## src/rtl/count_seg_pkg.sv

```systemverilog
// ---------------------------------------------------------------------------
// count_seg_pkg
// Shared types and constants for the count_seg_display block.
//   digit_state_t : which display digit owns the current refresh slot
//   SEG_0..SEG_9  : active-high seven-segment patterns, bit order {g,f,e,d,c,b,a}
//   SEG_OFF       : all segments dark
// ---------------------------------------------------------------------------
package count_seg_pkg;

   typedef enum logic {
      ONES = 1'b0,
      TENS = 1'b1
   } digit_state_t;

   localparam logic [6:0] SEG_0   = 7'h3F;
   localparam logic [6:0] SEG_1   = 7'h06;
   localparam logic [6:0] SEG_2   = 7'h5B;
   localparam logic [6:0] SEG_3   = 7'h4F;
   localparam logic [6:0] SEG_4   = 7'h66;
   localparam logic [6:0] SEG_5   = 7'h6D;
   localparam logic [6:0] SEG_6   = 7'h7D;
   localparam logic [6:0] SEG_7   = 7'h07;
   localparam logic [6:0] SEG_8   = 7'h7F;
   localparam logic [6:0] SEG_9   = 7'h6F;
   localparam logic [6:0] SEG_OFF = 7'h00;

endpackage

```

## src/rtl/count_seg_display_seg7_decode.sv

```systemverilog
// ---------------------------------------------------------------------------
// seg7_decode
// Combinational BCD digit to seven-segment pattern (active-high).
//   digit   in  4  BCD digit; 10..15 never occur and decode to all-off
//   pattern out 7  segments {g,f,e,d,c,b,a}
// ---------------------------------------------------------------------------
module seg7_decode
   import count_seg_pkg::*;
(
   input  logic [3:0] digit,
   output logic [6:0] pattern
);

   always_comb begin
      pattern = SEG_OFF;
      case (digit)
         4'd0:    pattern = SEG_0;
         4'd1:    pattern = SEG_1;
         4'd2:    pattern = SEG_2;
         4'd3:    pattern = SEG_3;
         4'd4:    pattern = SEG_4;
         4'd5:    pattern = SEG_5;
         4'd6:    pattern = SEG_6;
         4'd7:    pattern = SEG_7;
         4'd8:    pattern = SEG_8;
         4'd9:    pattern = SEG_9;
         default: pattern = SEG_OFF;
      endcase
   end

endmodule

```

## src/rtl/count_seg_display.sv

```systemverilog
// ---------------------------------------------------------------------------
// count_seg_display
// Samples a 4-bit binary count, splits it into tens/ones decimal digits and
// time-multiplexes them onto a 2-digit seven-segment display. Also pulses on
// value change and on 15->0 wrap of the captured value.
//
// Parameters:
//   REFRESH_DIV    clocks per digit slot (>= 2)
//   SEG_ACTIVE_LOW 1: seg output inverted (lit segment = 0)
// Optional build macro:
//   LEADING_ZERO_BLANK_EN  when defined, the tens digit is blanked (an=00,
//                          seg dark) whenever it is zero; slot timing unchanged.
// Ports:
//   clk        in   1  clock, posedge
//   rst        in   1  synchronous reset, active-high
//   q_in       in   4  binary count from the upstream counter
//   hold       in   1  1: keep the last captured value
//   seg        out  7  segments {g,f,e,d,c,b,a}
//   an         out  2  digit enables, an[0]=ones, an[1]=tens (active-high)
//   chg        out  1  one-cycle pulse: new capture differs from previous
//   wrap       out  1  one-cycle pulse: capture went 15 -> 0
//   state_dbg  out  1  current refresh FSM state (observation only)
//
// Handshake: none; q_in is sampled unconditionally every cycle hold is low.
// ---------------------------------------------------------------------------
module count_seg_display
   import count_seg_pkg::*;
#(
   parameter int REFRESH_DIV    = 4,
   parameter bit SEG_ACTIVE_LOW = 1'b0
)
(
   input  logic         clk,
   input  logic         rst,
   input  logic [3:0]   q_in,
   input  logic         hold,
   output logic [6:0]   seg,
   output logic [1:0]   an,
   output logic         chg,
   output logic         wrap,
   output digit_state_t state_dbg
);

   localparam int              CW       = (REFRESH_DIV > 1) ? $clog2(REFRESH_DIV) : 1;
   localparam logic [CW-1:0]   DIV_LAST = CW'(REFRESH_DIV - 1);
   // Reset value of seg is "all off" in the output polarity.
   localparam logic [6:0]      SEG_RST  = SEG_ACTIVE_LOW ? ~SEG_OFF : SEG_OFF;

   // ---------------- state ----------------
   logic [3:0]    cap_q,     cap_d;
   logic [CW-1:0] div_cnt_q, div_cnt_d;
   digit_state_t  state_q,   state_d;
   logic [6:0]    seg_q,     seg_d;
   logic [1:0]    an_q,      an_d;
   logic          chg_q,     chg_d;
   logic          wrap_q,    wrap_d;

   // ---------------- datapath helpers ----------------
   logic          ge_ten;
   logic [3:0]    tens_digit;
   logic [3:0]    ones_digit;
   logic [3:0]    sel_digit;
   logic [6:0]    dec_pattern;
   logic          slot_end;

   // Capture register and change/wrap detection.
   always_comb begin
      cap_d  = cap_q;
      chg_d  = 1'b0;
      wrap_d = 1'b0;
      if (!hold) begin
         cap_d  = q_in;
         chg_d  = (q_in != cap_q);
         wrap_d = (cap_q == 4'd15) && (q_in == 4'd0);
      end
   end

   // Values 0..15 only need a 0/1 tens digit, so a compare replaces a divide.
   always_comb begin
      ge_ten     = (cap_q >= 4'd10);
      tens_digit = {3'b000, ge_ten};
      ones_digit = ge_ten ? (cap_q - 4'd10) : cap_q;
   end

   // Refresh divider: slot_end marks the last cycle of a digit slot.
   always_comb begin
      slot_end  = (div_cnt_q == DIV_LAST);
      div_cnt_d = slot_end ? '0 : (div_cnt_q + 1'b1);
   end

   // FSM process 1: state register (with all other flops).
   always_ff @(posedge clk) begin
      if (rst) begin
         cap_q     <= 4'd0;
         div_cnt_q <= '0;
         state_q   <= ONES;
         seg_q     <= SEG_RST;
         an_q      <= 2'b00;
         chg_q     <= 1'b0;
         wrap_q    <= 1'b0;
      end else begin
         cap_q     <= cap_d;
         div_cnt_q <= div_cnt_d;
         state_q   <= state_d;
         seg_q     <= seg_d;
         an_q      <= an_d;
         chg_q     <= chg_d;
         wrap_q    <= wrap_d;
      end
   end

   // FSM process 2: next state. Strict ONES <-> TENS alternation.
   always_comb begin
      state_d = state_q;
      if (slot_end) begin
         case (state_q)
            ONES:    state_d = TENS;
            TENS:    state_d = ONES;
            default: state_d = ONES;
         endcase
      end
   end

   // Digit mux feeding the single shared decoder.
   always_comb begin
      sel_digit = (state_q == TENS) ? tens_digit : ones_digit;
   end

   seg7_decode u_decode (
      .digit   (sel_digit),
      .pattern (dec_pattern)
   );

   // FSM process 3: outputs, registered next cycle.
   always_comb begin
      logic [6:0] pat;
      pat  = dec_pattern;
      an_d = 2'b01;
      case (state_q)
         ONES: an_d = 2'b01;
         TENS: begin
            an_d = 2'b10;
`ifdef LEADING_ZERO_BLANK_EN
            if (tens_digit == 4'd0) begin
               an_d = 2'b00;
               pat  = SEG_OFF;
            end
`endif
         end
         default: an_d = 2'b00;
      endcase
      // Polarity is handled only here so the decoder stays active-high.
      seg_d = SEG_ACTIVE_LOW ? ~pat : pat;
   end

   assign seg       = seg_q;
   assign an        = an_q;
   assign chg       = chg_q;
   assign wrap      = wrap_q;
   assign state_dbg = state_q;

endmodule

```

## config.mk

```make
export PLATFORM = sky130hd
export DESIGN_NAME = count_seg_display
export DESIGN_NICKNAME = d
export VERILOG_FILES = /design/src/rtl/count_seg_pkg.sv /design/src/rtl/count_seg_display_seg7_decode.sv /design/src/rtl/count_seg_display.sv
export SDC_FILE = /design/constraint.sdc
export NUM_CORES = 1
export LEC_CHECK = 0
export BUFFER_PORTS_ARGS = -buffer_cell sky130_fd_sc_hd__buf_2
export CAP_MARGIN = 10
export CORE_ASPECT_RATIO = 1.5
export CORE_UTILIZATION = 45
export DETAILED_ROUTE_END_ITERATION = 12
export MAX_ROUTING_LAYER = met4
export PLACE_DENSITY = 0.67
export RECOVER_POWER = 50
export SYNTH_ARGS = -nofsm -noshare
export SYNTH_HDL_FRONTEND = slang
export SYNTH_SLANG_ARGS = --single-unit
```

## constraint.sdc

```tcl
create_clock -name clk -period 2.2 [get_ports clk]
set_input_delay 0.11 -clock clk [delete_from_list [all_inputs] [get_ports clk]]
set_output_delay 0.11 -clock clk [all_outputs]
set_load 0.05 [all_outputs]
```

; ---- After elaboration in Yosys (flattened, before gate mapping)
; Memory sizes are Yosys's and may differ from the RTL's. A register that Yosys moved wholly into a read port is not among the register bits.
; Cells that the tools add are included.
[totals]
register_bits = 11
mem_bits_ro = 112
out_inout_bits = 12
mem_count = 1
[memory_table]
columns = name, depth, word_bits, read_ports, rd_ports_with_merged_regs, write_ports, line
row1 = (no name shown), 16, 7, 1, 1, 0, count_seg_display_seg7_decode.sv:16  ; case (digit)
[op_classes]
addsub = 2
magnitude_cmp = 1
n_eq_ne = 3
muxes = 4
bitwise_logic = 1
reduce_logical = 4
[ops]
columns = operator, n
row1 = two-way mux 4 bit, 2
row2 = == test 4 bit (second input constant), 1
row3 = greater-or-equal comparator 4 bit (second input constant), 1
row4 = logical NOT 4 bit, 1
row5 = inequality test 4 bit, 1
row6 = case mux 2 bit (2 select lines), 1
row7 = OR reduction 2 bit, 2
row8 = subtractor 4 bit (second input constant), 1
row9 = adder 2 x 1 -> 2 bit (second input constant), 1
row10 = == test 2 bit (second input constant), 1
row11 = case mux 1 bit (2 select lines), 1
row12 = logical AND 1 bit, 1
row13 = inverter 1 bit, 1

; ---- Depth between registers and ports, before layout
; Gate-level depths: netlist (run 1).
[depth]
depth_word = 3
depth_mapped = 10

; ---- Hierarchy
; From an unflattened synthesis (run 1), not the netlist that was laid out.
[unflattened]
hier_cells = 92
hier_area_um2 = 905.9
[modules_own_cells]
columns = module, n_inst, cells_each, area_each_um2, seq_area_each_um2
row1 = count_seg_display, 1, 66, 704.4, 360.3
row2 = seg7_decode, 1, 26, 201.4, 0.0

; ---- Least setup slack after synthesis (run 1)
; No wires, ideal clock.
[synth_path]
path_type = register to register
from = reg state_q (netlist: state_dbg)
to = reg seg_q[1] (netlist: seg[1])
setup_time_ps = 133
t_arrival_ps = 1798
required_ps = 2067
setup_slack_ps = 269
path_stages_with_launch = 8
path_buffers = 1
path_cell_list = dfxtp_1 > buf_2 > nor2b_1 > a31oi_4 > inv_1 > ha_1 > o21ai_0 > a21oi_1
[synth_between]
elab_chain_cells = 1
[synth_rtl]
columns = element, line
row1 = from (decl), count_seg_display.sv:52  ; digit_state_t state_q, state_d;
row2 = from (signal assigned), count_seg_display.sv:104  ; state_q <= state_d;
row3 = two-way mux 4 bit, count_seg_display.sv:126  ; sel_digit = (state_q == TENS) ? tens_digit : ones_digit;
row4 = to (decl), count_seg_display.sv:53  ; logic [6:0] seg_q, seg_d;
; Every way passes these cells.
; A chain may end at the register's enable or synchronous reset.

; ---- Worst setup path in the final report (run 1)
[layout_path]
from = reg cap_q[1]
to = reg seg_q[6] (netlist: seg[6])
[layout_between]
elab_chain_cells = 3
elab_cells_between_ends = 4
cone_classes = 1 x add/sub / 1 x order compare / 2 x mux
[layout_rtl]
columns = element, line
row1 = from (decl), count_seg_display.sv:50  ; logic [3:0] cap_q, cap_d;
row2 = from (signal assigned), count_seg_display.sv:102  ; cap_q <= cap_d;
row3 = subtractor 4 bit or greater-or-equal comparator 4 bit (tied branches), "count_seg_display.sv:82, count_seg_display.sv:80"
row4 = two-way mux 4 bit, count_seg_display.sv:82  ; ones_digit = ge_ten ? (cap_q - 4'd10) : cap_q;
row5 = two-way mux 4 bit (*), count_seg_display.sv:126
; Mark *: on every way between the ends. The rest lies on a longest branch, timed or not.

==> results of run 1 <==
## final cells by class
| cell class | count | area [sq um] |
|---|---|---|
| inverter | 4 | 15.0 |
| tap | 22 | 27.5 |
| timing repair buffer | 20 | 93.8 |
| sequential | 18 | 360 |
| fill | 208 | 953 |
| clock buffer | 4 | 36.3 |
| multi-input combinational | 73 | 541 |
## metrics by stage
stage	hold WS (ps)	power [mW]	utilization, %	setup WS [ps]
3_5_place_dp	334	0.598	51.7	299
5_1_grt	10.6	0.830	53.0	119
2_1_floorplan	187	0.554	-	269
6_report	11.2	0.792	53.0	278
3_3_place_gp	326	0.595	51.7	294
4_1_cts	17.6	0.796	53.5	286
## final timing paths
kind                startpoint           end  slack [ps]
setup / recovery      cap_q[1]        seg[6]         280
hold / removal         q_in[3]          wrap          10
setup reg to reg      cap_q[1]        seg[6]         280
hold reg to reg   div_cnt_q[0]  div_cnt_q[0]         430
## sequential cells by signal (all words and copies together) (netlist names)
register and flops:
an 2, div_cnt_q 2, cap_q 4, state_dbg 1, chg 1, seg 7, wrap 1
## kinds of logic (layout without fill, tap and decap cells)
kind of cell / after synthesis / after routing / synth area share [%]
simple gates: 28 / 28 / 16.0
flops: 18 / 18 / 37.5
xor+xnor: 5 / 5 / 4.56
mux: 5 / 5 / 5.22
buf+inv: 11 / 28 / 6.13
compound gates: 27 / 27 / 20.1
fa+ha+maj: 8 / 8 / 10.4
## power groups by stage
stage	clock, mW	sequential (mW)	combinational [mW]
after floorplan	0	0.441	0.114
after detailed placement	0	0.379	0.218
after global placement	0	0.379	0.216
final	0.206	0.372	0.214
after CTS	0.205	0.372	0.219
after global routing	0.217	0.377	0.235
## cell usage in the layout (no fill, tap or decap)
cell / count
a21o_1: 4
a21o_2: 1
a21oi_1: 9
a21oi_2: 1
a311o_1: 1
a31oi_4: 1
and3_2: 1
buf_2: 12
buf_4: 1
clkbuf_1: 7
clkbuf_4: 3
clkbuf_8: 1
dfxtp_1: 18
ha_1: 8
inv_1: 4
mux2i_1: 5
nand2_1: 2
nand3_1: 6
nand4_1: 1
nand4b_1: 1
nor2_1: 7
nor2_2: 1
nor2b_1: 3
nor3_1: 2
nor3b_1: 1
nor4b_1: 1
o21a_4: 1
o21ai_0: 5
o21ai_1: 2
o31ai_1: 1
o41a_1: 1
or2_4: 1
or2b_1: 1
xnor2_1: 1
xor2_1: 4
## metal layers
layer,vias up,wire length (um),global-route usage (%)
met5,-,0,-
met4,0,65,12.3
met3,7,67,2.64
met2,24,902,30.4
met1,359,718,21.1
li1,389,-,-
==> metrics.txt, run 1 <==
Post-Syn Instances 102; Post-DP HPWL 1310 um; core region area 2030 sq um; GPL Wtd Cong 0.965; slowest stage cell, crit path dfxtp_1; Worst setup SP type flop; post-synthesis cell type count 33; Slew Viols, Final 0; DR iter-0 viols 11; sequential element share of the synthesized area 37.5%; Worst EP required 2400 ps; detailed-route via count 779; final setup fails 0; sw frac 34.0%; Commonest cells post-synth dfxtp_1 (18), a21oi_1 (9), ha_1 (8), nor2_1 (7), nand3_1 (6); NumNets Final 135; combinational cell fraction of total power 27.0%; buffers added on ports 18; Tmin final 1920 ps; CP Max Fanout 10; hold-fix buffers at CTS 0; DIE HEIGHT 58.6 um; Crit path largest cell delay 540 ps; most frequent cell after synthesis dfxtp_1; WP buf/inv 1; Max Fclk 520 MHz; Data arrival, critical path 2120 ps; Pre-Repair DR Iteration Count 4; Worst-Margin Slew 608 ps; Async SR Flop Fraction 0%; CTS tree yes; number of hold violations in the final report 0; CP Depth 6; Post CTS Setup Buffer Count 0; CP Capture Type flop; hold depth 2; Synth Flop Type dfxtp_1; CTS-repair resized insts 0; ANT cells 0; gr ovfl total 0; Worst Skew 2.83 ps; Crit Path Category flop to flop; CP Cell Sequence inv_1 -> ha_1 -> and3_2 -> o21ai_1 -> a21o_1 -> a21oi_1; layout cells sized above 1 20.2%; NetSw 269 uW; Area contributors post-synth dfxtp_1 (38%), ha_1 (10%), mux2i_1 (5.2%); Final Routed Wirelength 1750 um; initial antenna violation count 0; cell area after synthesis 960 sq um; DR vias/cell 5.52; die area 2330 sq um; Synth-to-Final Area Change 11.9%; Synth Register Bits 18; number of global-route vias before repair 730; Final ANT Viol Nets 0; worst skew pair latency 300 ps; Mapped Nets 117; leakage power total 0.504 nW; Num CTS Buffers 3; worst r2r path cells 6; Final Instance Area 1070 sq um; num ports 19; Max-slew headroom 59.7%; Pwr Density 738 nW/um^2; Placed Instance Area 1050 sq um; Hold Path Class primary input to flop; Reg power frac 47.0%; top cell family by delay on the critical path compound AO/OA/AOI/OAI gates; period utilisation layout 87.4%; Total GRT Usage 19.1%; Synth top area share 37.5%; DP Cell Count 137; final non-filler cell total 141; internal power 523 uW; Syn Area/Cell 9.41 sq um; clock sink count 18; drt wl/cell 12.4 um; Initial Utilization 47.3%; Post-synth EDFFs 0; TNS Setup 0 ps; Peak VDD IR 0.422 mV; clock-pin transition on the worst setup and hold timing paths 100 ps; run status finished clean; first-pass GRT wire length 3040 um; Clock power frac 26.0%; max_cap viols 0; DRC errors left 0; largest net degree at the start of global routing 18; CTS Buffer Depth 2; root buffer cell clkbuf_4; htree depth 1; RSZ-0062 raised after global routing no; Ys Warns 0; die width 39.7 um; post-synth top area cell dfxtp_1; Site Rows 20
Note: power is estimated with default switching activity, not from simulation.
==> inputs of run 2 (changes only) <==
--- a/config.mk
+++ b/config.mk
@@ -7,11 +7,10 @@
 export LEC_CHECK = 0
 export BUFFER_PORTS_ARGS = -buffer_cell sky130_fd_sc_hd__buf_2
 export CAP_MARGIN = 10
-export CORE_ASPECT_RATIO = 1.5
-export CORE_UTILIZATION = 45
+export CORE_UTILIZATION = 52
 export DETAILED_ROUTE_END_ITERATION = 12
 export MAX_ROUTING_LAYER = met4
-export PLACE_DENSITY = 0.67
+export PLACE_DENSITY = 0.76
 export RECOVER_POWER = 50
 export SYNTH_ARGS = -nofsm -noshare
 export SYNTH_HDL_FRONTEND = slang
==> metrics.txt, run 2 (synthesis results as in run 1) <==
hold depth 2 (unchanged); core region area 1730 sq um (was 2030 sq um); largest net degree at the start of global routing 18 (unchanged); Worst Skew 4.82 ps (was 2.83 ps); DRC errors left 0 (unchanged); Data arrival, critical path 2100 ps (was 2120 ps); Worst setup SP type flop (unchanged); Total GRT Usage 19.2% (was 19.1%); GPL Wtd Cong 0.798 (was 0.965); Hold Path Class primary input to flop (unchanged); Crit Path Category flop to flop (unchanged); buffers added on ports 18 (unchanged); run status finished clean (unchanged); Final Routed Wirelength 1650 um (was 1750 um); hold-fix buffers at CTS 0 (unchanged); DP Cell Count 139 (was 137); DR vias/cell 5.32 (was 5.52); Final Instance Area 1070 sq um (about the same); final setup fails 0 (unchanged); Synth-to-Final Area Change 11.7% (was 11.9%); first-pass GRT wire length 2660 um (was 3040 um); Num CTS Buffers 3 (unchanged); fillers 154 (was 208); DR iter-0 viols 20 (was 11); clock sink count 18 (unchanged); worst skew pair latency 300 ps (about the same); Initial Utilization 55.6% (was 47.3%); Layout Utilization 62.1% (was 53.0%); r2r setup slk 340 ps (was 280 ps); Pre-Repair DR Iteration Count 4 (unchanged); CP Capture Type flop (unchanged); footprint of the multi-input gates 541 sq um (unchanged); Peak VDD IR 0.548 mV (was 0.422 mV); num ports 19 (unchanged); initial antenna violation count 0 (unchanged); leakage power total 0.500 nW (was 0.504 nW); period utilisation layout 84.7% (was 87.4%); clock-pin transition on the worst setup and hold timing paths 100 ps (about the same); CTS Buffer Depth 2 (unchanged); TNS Setup 0 ps (unchanged); R2R Path End seg[6] (unchanged); Max Fclk 537 MHz (was 520 MHz); register area 360 sq um (unchanged); max_cap viols 0 (unchanged); Pwr Density 734 nW/um^2 (was 738 nW/um^2); crit path capture seg[6] (unchanged); crit path from cap_q[2] (was cap_q[1]); root buffer cell clkbuf_4 (unchanged); drt wl/cell 11.6 um (was 12.4 um); RSZ-0062 raised after global routing no (unchanged); Site Rows 15 (was 20); worst r2r path cells 8 (was 6); number of global-route vias before repair 615 (was 730); number of hold violations in the final report 0 (unchanged); Final ANT Viol Nets 0 (unchanged); die width 45.0 um (was 39.7 um); final non-filler cell total 143 (was 141); most common cell after layout, fill and taps aside dfxtp_1 (unchanged); CTS-repair resized insts 0 (unchanged); Worst-Margin Slew 590 ps (was 608 ps); CTS tree yes (unchanged); Slew Viols, Final 0 (unchanged); Post CTS Setup Buffer Count 0 (unchanged); total power 787 uW (was 792 uW); worst r2r src cap_q[2] (was cap_q[1]); htree depth 1 (unchanged); Post-DP HPWL 1210 um (was 1310 um); NumNets Final 134 (was 135); ANT cells 0 (unchanged); Worst EP required 2430 ps (was 2400 ps); die area 2020 sq um (was 2330 sq um); detailed-route via count 761 (was 779); Largest register FFs 7 (unchanged); DIE HEIGHT 45.0 um (was 58.6 um); CP Max Fanout 11 (was 10); Max-slew headroom 60.8% (was 59.7%); Tmin final 1860 ps (was 1920 ps); layout cells sized above 1 19.5% (was 20.2%); commonest non-fill, non-tap cells in the layout dfxtp_1 (18), buf_2 (11), a21oi_1 (9) (was dfxtp_1 (18), buf_2 (12), a21oi_1 (9)); gr ovfl total 0 (unchanged); Placed Instance Area 1040 sq um (was 1050 sq um)
==> run 2: cell count changes in the layout (fill, tap and decap cells not counted), sizes merged <==
| cell | delta |
|---|---|
| buf | -1 |
==> run 2: worst min-delay path by stage <==
stage	start	end	slack (ps)
finish	q_in[2]	wrap	9
global route	q_in[3]	wrap	7
CTS	q_in[2]	wrap	8
detailed placement	q_in[2]	wrap	320
global placement	q_in[2]	wrap	320
floorplan	q_in[3]	wrap	190
==> run 2: metal layers <==
metal | up-vias | part of all wire, % | GRT usage, %
li1 | 385 | - | -
met3 | 3 | 3.0 | 3.60
met4 | 0 | 1.3 | 9.09
met1 | 357 | 50 | 25.9
met5 | - | 0 | -
met2 | 16 | 46 | 27.5
==> run 2: through the flow <==
step	setup slack, ps	hold slack [ps]
2_1_floorplan	269	187
3_3_place_gp	424	322
5_1_grt	205	7.09
3_5_place_dp	346	325
4_1_cts	363	8.19
6_report	337	8.73
==> run 2: cell type report <==
class	instances	share of cell area [%]
inverter	4	1.40
timing repair buffer	19	8.28
tap	25	2.92
multi-input combinational	73	50.4
sequential	18	33.6
clock buffer	4	3.38
==> run 2: critical path, stage by stage, from the launching register on <==
cell and delay [ps]:
dfxtp_1 440, or2_4 320, a31oi_4 270, inv_1 100, ha_1 220, o21ai_0 80
a21oi_1 80, a21o_1 200, a21oi_1 100
==> run 2: power breakdown <==
| group | total (mW) | internal [mW] | switching (mW) |
|---|---|---|---|
| combinational | 0.208 | 0.0665 | 0.142 |
| clock | 0.203 | 0.101 | 0.102 |
| sequential | 0.375 | 0.354 | 0.0212 |
